$ cat src/rtl/bram_port_arbiter.sv
// bram_port_arbiter
//   Lets two requesters share one single-port synchronous BRAM that has a
//   1-cycle registered read. Accesses are arbitrated round-robin one at a
//   time. A requester can lock the port so that a read-modify-write sequence
//   is atomic. A watchdog counter limits how long a lock can be held, so the
//   other requester cannot starve.
//
// Ports
//   clk, rst                  clock; synchronous active-high reset
//   rN_req/we/addr/wdata      request, write enable, word address, write data
//   rN_lock                   request or hold exclusive ownership
//   rN_gnt                    access accepted this cycle (combinational)
//   rN_rvalid/rdata           read data for requester N, one cycle after its read
//   mem_addr/din/we           BRAM port driven by the current winner (zero when idle)
//   mem_dout                  BRAM registered read data
module bram_port_arbiter #(
    parameter int ADDR_W   = 5,
    parameter int DATA_W   = 16,
    parameter int LOCK_MAX = 8
) (
    input  logic              clk,
    input  logic              rst,
    input  logic              r0_req,
    input  logic              r0_we,
    input  logic [ADDR_W-1:0] r0_addr,
    input  logic [DATA_W-1:0] r0_wdata,
    input  logic              r0_lock,
    output logic              r0_gnt,
    output logic              r0_rvalid,
    output logic [DATA_W-1:0] r0_rdata,
    input  logic              r1_req,
    input  logic              r1_we,
    input  logic [ADDR_W-1:0] r1_addr,
    input  logic [DATA_W-1:0] r1_wdata,
    input  logic              r1_lock,
    output logic              r1_gnt,
    output logic              r1_rvalid,
    output logic [DATA_W-1:0] r1_rdata,
    output logic [ADDR_W-1:0] mem_addr,
    output logic [DATA_W-1:0] mem_din,
    output logic              mem_we,
    input  logic [DATA_W-1:0] mem_dout
);

    localparam int CNT_W = $clog2(LOCK_MAX);
    localparam logic [CNT_W-1:0] LCNT_LAST = CNT_W'(LOCK_MAX - 1);

    typedef enum logic [1:0] {
        IDLE  = 2'd0,
        LOCK0 = 2'd1,
        LOCK1 = 2'd2
    } state_t;

    state_t           state_r;
    logic             last_win_r;   // 1 = r1 won last, so r0 wins the next tie
    logic [CNT_W-1:0] lcnt_r;
    logic             r0_rvalid_r;
    logic             r1_rvalid_r;
    logic             gnt0_s;
    logic             gnt1_s;

    // Grant decision: a lock owner gets exclusive access, otherwise round-robin.
    always_comb begin
        gnt0_s = 1'b0;
        gnt1_s = 1'b0;
        if (rst) begin
            gnt0_s = 1'b0;
            gnt1_s = 1'b0;
        end else begin
            case (state_r)
                IDLE: begin
                    if (r0_req && r1_req) begin
                        gnt0_s = last_win_r;
                        gnt1_s = ~last_win_r;
                    end else begin
                        gnt0_s = r0_req;
                        gnt1_s = r1_req;
                    end
                end
                LOCK0: begin
                    gnt0_s = r0_req;
                    gnt1_s = 1'b0;
                end
                LOCK1: begin
                    gnt0_s = 1'b0;
                    gnt1_s = r1_req;
                end
                default: begin
                    gnt0_s = 1'b0;
                    gnt1_s = 1'b0;
                end
            endcase
        end
    end

    // Memory port mux: winner's command, all zeros when nobody is granted.
    always_comb begin
        mem_addr = {ADDR_W{1'b0}};
        mem_din  = {DATA_W{1'b0}};
        mem_we   = 1'b0;
        if (gnt0_s) begin
            mem_addr = r0_addr;
            mem_din  = r0_wdata;
            mem_we   = r0_we;
        end else if (gnt1_s) begin
            mem_addr = r1_addr;
            mem_din  = r1_wdata;
            mem_we   = r1_we;
        end else begin
            mem_addr = {ADDR_W{1'b0}};
            mem_din  = {DATA_W{1'b0}};
            mem_we   = 1'b0;
        end
    end

    // Arbitration state, lock watchdog and read-return tracking.
    always_ff @(posedge clk) begin
        if (rst) begin
            state_r     <= IDLE;
            last_win_r  <= 1'b1;
            lcnt_r      <= {CNT_W{1'b0}};
            r0_rvalid_r <= 1'b0;
            r1_rvalid_r <= 1'b0;
        end else begin
            // gnt already implies req, so only the write flag matters here
            r0_rvalid_r <= gnt0_s & ~r0_we;
            r1_rvalid_r <= gnt1_s & ~r1_we;
            if (gnt0_s) begin
                last_win_r <= 1'b0;
            end else if (gnt1_s) begin
                last_win_r <= 1'b1;
            end

            case (state_r)
                IDLE: begin
                    lcnt_r <= {CNT_W{1'b0}};
                    if (gnt0_s && r0_lock) begin
                        state_r <= LOCK0;
                    end else if (gnt1_s && r1_lock) begin
                        state_r <= LOCK1;
                    end
                end
                LOCK0: begin
                    if (!r0_lock || (lcnt_r == LCNT_LAST)) begin
                        state_r    <= IDLE;
                        lcnt_r     <= {CNT_W{1'b0}};
                        // owner keeps last_win so a waiting r1 wins the next tie
                        last_win_r <= 1'b0;
                    end else begin
                        lcnt_r <= lcnt_r + CNT_W'(1);
                    end
                end
                LOCK1: begin
                    if (!r1_lock || (lcnt_r == LCNT_LAST)) begin
                        state_r    <= IDLE;
                        lcnt_r     <= {CNT_W{1'b0}};
                        last_win_r <= 1'b1;
                    end else begin
                        lcnt_r <= lcnt_r + CNT_W'(1);
                    end
                end
                default: begin
                    state_r <= IDLE;
                    lcnt_r  <= {CNT_W{1'b0}};
                end
            endcase
        end
    end

    assign r0_gnt    = gnt0_s;
    assign r1_gnt    = gnt1_s;
    assign r0_rvalid = r0_rvalid_r;
    assign r1_rvalid = r1_rvalid_r;
    assign r0_rdata  = mem_dout;
    assign r1_rdata  = mem_dout;

endmodule
$ cat config.mk
export PLATFORM = sky130hd
export DESIGN_NAME = bram_port_arbiter
export DESIGN_NICKNAME = d
export VERILOG_FILES = /design/src/rtl/bram_port_arbiter.sv
export SDC_FILE = /design/constraint.sdc
export NUM_CORES = 1
export LEC_CHECK = 0
export ABC_AREA = 1
export BUFFER_PORTS_ARGS = -buffer_cell sky130_fd_sc_hd__buf_2
export CAP_MARGIN = 15
export CORE_MARGIN = 3
export CORE_UTILIZATION = 37
export CTS_BUF_LIST = sky130_fd_sc_hd__clkbuf_8
export CTS_CLUSTER_SIZE = 40
export DETAILED_ROUTE_END_ITERATION = 8
export PLACE_DENSITY = 0.86
export SYNTH_ARGS = -nofsm -noshare
export SYNTH_HDL_FRONTEND = slang
export SYNTH_SLANG_ARGS = --single-unit
$ cat constraint.sdc
create_clock -name clk -period 3.75 [get_ports clk]
set_clock_uncertainty 0.1 [all_clocks]
set_input_delay 0 -clock clk [delete_from_list [all_inputs] [get_ports clk]]
set_output_delay 0 -clock clk [all_outputs]
set_load 0.01 [all_outputs]
==> results.cfg <==
[timing]
hold_violations = 0
tightest_slew_ns = 0.594
slew_headroom_pct = 60.3
max_freq_ghz = 0.422
setup_viol = 0
finalSetupTns_ns = 0
whs_ns = 0.0313
period_needed_ns = 2.37
rsz0062_at_grt = no
period_share_pct = 63.2
slew_violations = 0

[critical_path]
r2r-start = state_r[0]
timing.rr.end = last_win_r
crit_slowest_cell = a21boi_4
worstSetupStartpointType = flop
cpPeakStageDelay_ns = 0.51
cpLargestDelayFamily = buffers and inverters
crit_type = reg -> out
cp_num_buf_inv = 4
rrSetupSlack_ns = 1.60
timing.critical_path.cells = inv_1 > ha_1 > nand2_1 > a21boi_4 > buf_4 > inv_1 > nor2_1 > a21oi_1 > buf_2
end_kind = output pin
reg2reg_depth = 8
crit_top_cell = inv_1
worstPathRequired_ns = 3.65
critPathMaxFanout = 28
worstPathArrival_ns = 2.27

[min_path]
holdPathEnd = r1_rvalid
min_path_cells = 3
min_path_type = in -> reg
hp-start = r1_req

[power]
peakVddDrop_mv = 0.361
p_leak_nw = 0.762
p_per_area_nw_per_um2 = 410

[placement]
dpl.hpwl_um = 2000
placed_area_um2 = 1180
portBuffers = 75
dpl.cell_count = 233
gp_congestion = 0.814

[clocking]
cts_buffer_depth = 2
cts_root_buffer = clkbuf_8
clk_latency_ns = 0.23
h-tree-depth = 1
cts_buffers = 3
cts_tree = built
clock_sinks = 8
clkTransAtPathRegs_ns = 0.04

[synth]
synth_cells = 165
synthesis.area_um2 = 1050
yosys-top-cells-area = buf_4 (25%), nand2_1 (19%), dfxtp_1 (15%)
ys_ff_latch = 8
ys_warn_count = 0
syn_nets = 236
syn_avg_cell_area_um2 = 6.39
yosysUniqueCellTypes = 19
synth_top_area_share_pct = 24.9
synth.largest_area_cell = buf_4
ys_seq_area_share_pct = 15.2

[die]
dieArea_um2 = 3530
row_count = 18
core_um2 = 2590
initial_core_util_pct = 40.7
ioPinCount = 124
die_h_um = 59.4
die_width_um = 59.4

[routing]
first_pass_iters = 4
drc_errors = 0
ant_nets = 0
drtIter0Drc = 72
wl_per_cell_um = 11.5
via_count = 1174
vias_per_cell = 4.60
wirelength_um = 2940

[cells_and_area]
fin_util_pct = 54.7
finalNonFillerCells = 255
drive_above_1_share_pct = 40.4
nets = 298
n_antenna_cell = 0
fin_area_um2 = 1420
area_growth_syn_to_layout_pct = 34.3

[run_status]
status = complete, no violations

[global_route]
grt_pass1_wl_um = 4030
first_global_vias = 1017
overflow = 0
grt_max_degree = 29
antenna_found_initial = 0
grt_usage_pct = 14.5

[run]
drv_cap = 0
==> sequential cells by signal, summed over array words and instances (netlist names) <==
name	cells
state_r	2
r1_rvalid	1
lcnt_r	3
r0_rvalid	1
last_win_r	1
==> what timing repair did <==
action | 4_1_cts | 5_1_grt
hold endpoints to repair | 37 | 0
buffers inserted | 0 | 0
hold buffers | 19 | 0
gates resized for setup | 0 | 0
==> cells by family after synthesis <==
kind of cell    Yosys count  share of synthesized area, %
fa+ha+maj                 5                          5.93
compound gates           29                          19.7
flops                     8                          15.2
buf+inv                  53                          32.9
simple gates             70                          26.3
==> worst register-to-register path, stage by stage (launching register included) <==
cell and delay, ns:
dfxtp_1 0.32, inv_1 0.09, ha_1 0.22, nand2_1 0.11, a21boi_4 0.51, buf_4 0.37
inv_1 0.12, o211ai_1 0.09, o211ai_1 0.10
==> cell type report <==
cell class              instances  area, µm²
fillers                       255       1170
flip-flops and latches          8        160
well taps                      30       37.5
repair buffers                 95        573
clock buffers                   3       41.3
multi-input cells             104        548
inverters                      15       56.3
==> layout by cell type, fill, tap and decap left out <==
cell,instances
inv_1,14
nand2_1,52
o21ai_2,8
nand2_2,1
a21boi_4,1
a21oi_4,1
a211oi_1,1
inv_2,1
buf_4,1
clkbuf_8,3
buf_2,75
nor2_1,8
nand4_1,1
o211ai_1,2
a21oi_1,2
dlygate4sd3_1,19
ha_1,5
o21ai_0,14
nand3_1,8
dfxtp_1,8
==> layer usage <==
metal / track usage [%] / share of wire (%) / up-vias
li1: - / - / 609
met1: 14.8 / 34 / 501
met2: 28.9 / 53 / 59
met3: 2.61 / 11 / 5
met4: 4.85 / 1.6 / 0
met5: 0 / 0 / -
==> worst max-delay path by stage <==
stage / startpoint / endpoint / slack [ns] / cells after the start
floorplan: lcnt_r[0] / state_r[1] / 2.26 / 10
global route: state_r[0] / mem_we / 1.12 / 9
detailed placement: state_r[0] / last_win_r / 1.59 / 8
global placement: state_r[0] / last_win_r / 1.66 / 8
CTS: state_r[0] / mem_we / 1.36 / 9
finish: state_r[0] / mem_we / 1.38 / 9
==> power by group <==
group | internal, mW | total [mW] | leakage [nW] | switching, mW
clock | 0.0694 | 0.102 | 0.0216 | 0.0330
combinational | 0.145 | 0.367 | 0.675 | 0.221
sequential | 0.101 | 0.111 | 0.0652 | 0.0100
total | 0.316 | 0.580 | 0.762 | 0.264
==> Yosys cell counts <==
| cell | number |
|---|---|
| inv_1 | 14 |
| ha_1 | 5 |
| o21ai_0 | 14 |
| nor2_1 | 8 |
| buf_4 | 35 |
| a211oi_1 | 1 |
| nand2_2 | 1 |
| a21oi_1 | 2 |
| o21ai_2 | 8 |
| nand2_1 | 52 |
| buf_6 | 2 |
| dfxtp_1 | 8 |
| a21oi_4 | 1 |
| nand3_1 | 8 |
| o211ai_1 | 2 |
| a21boi_4 | 1 |
| clkbuf_2 | 1 |
| inv_2 | 1 |
| nand4_1 | 1 |
==> metrics by stage <==
step	setup slack [ns]	total power [mW]
6_report	1.38	0.580
2_1_floorplan	2.26	0.388
3_3_place_gp	1.66	0.443
3_5_place_dp	1.59	0.452
5_1_grt	1.12	0.636
4_1_cts	1.36	0.586
(Power assumes the default switching activity.)
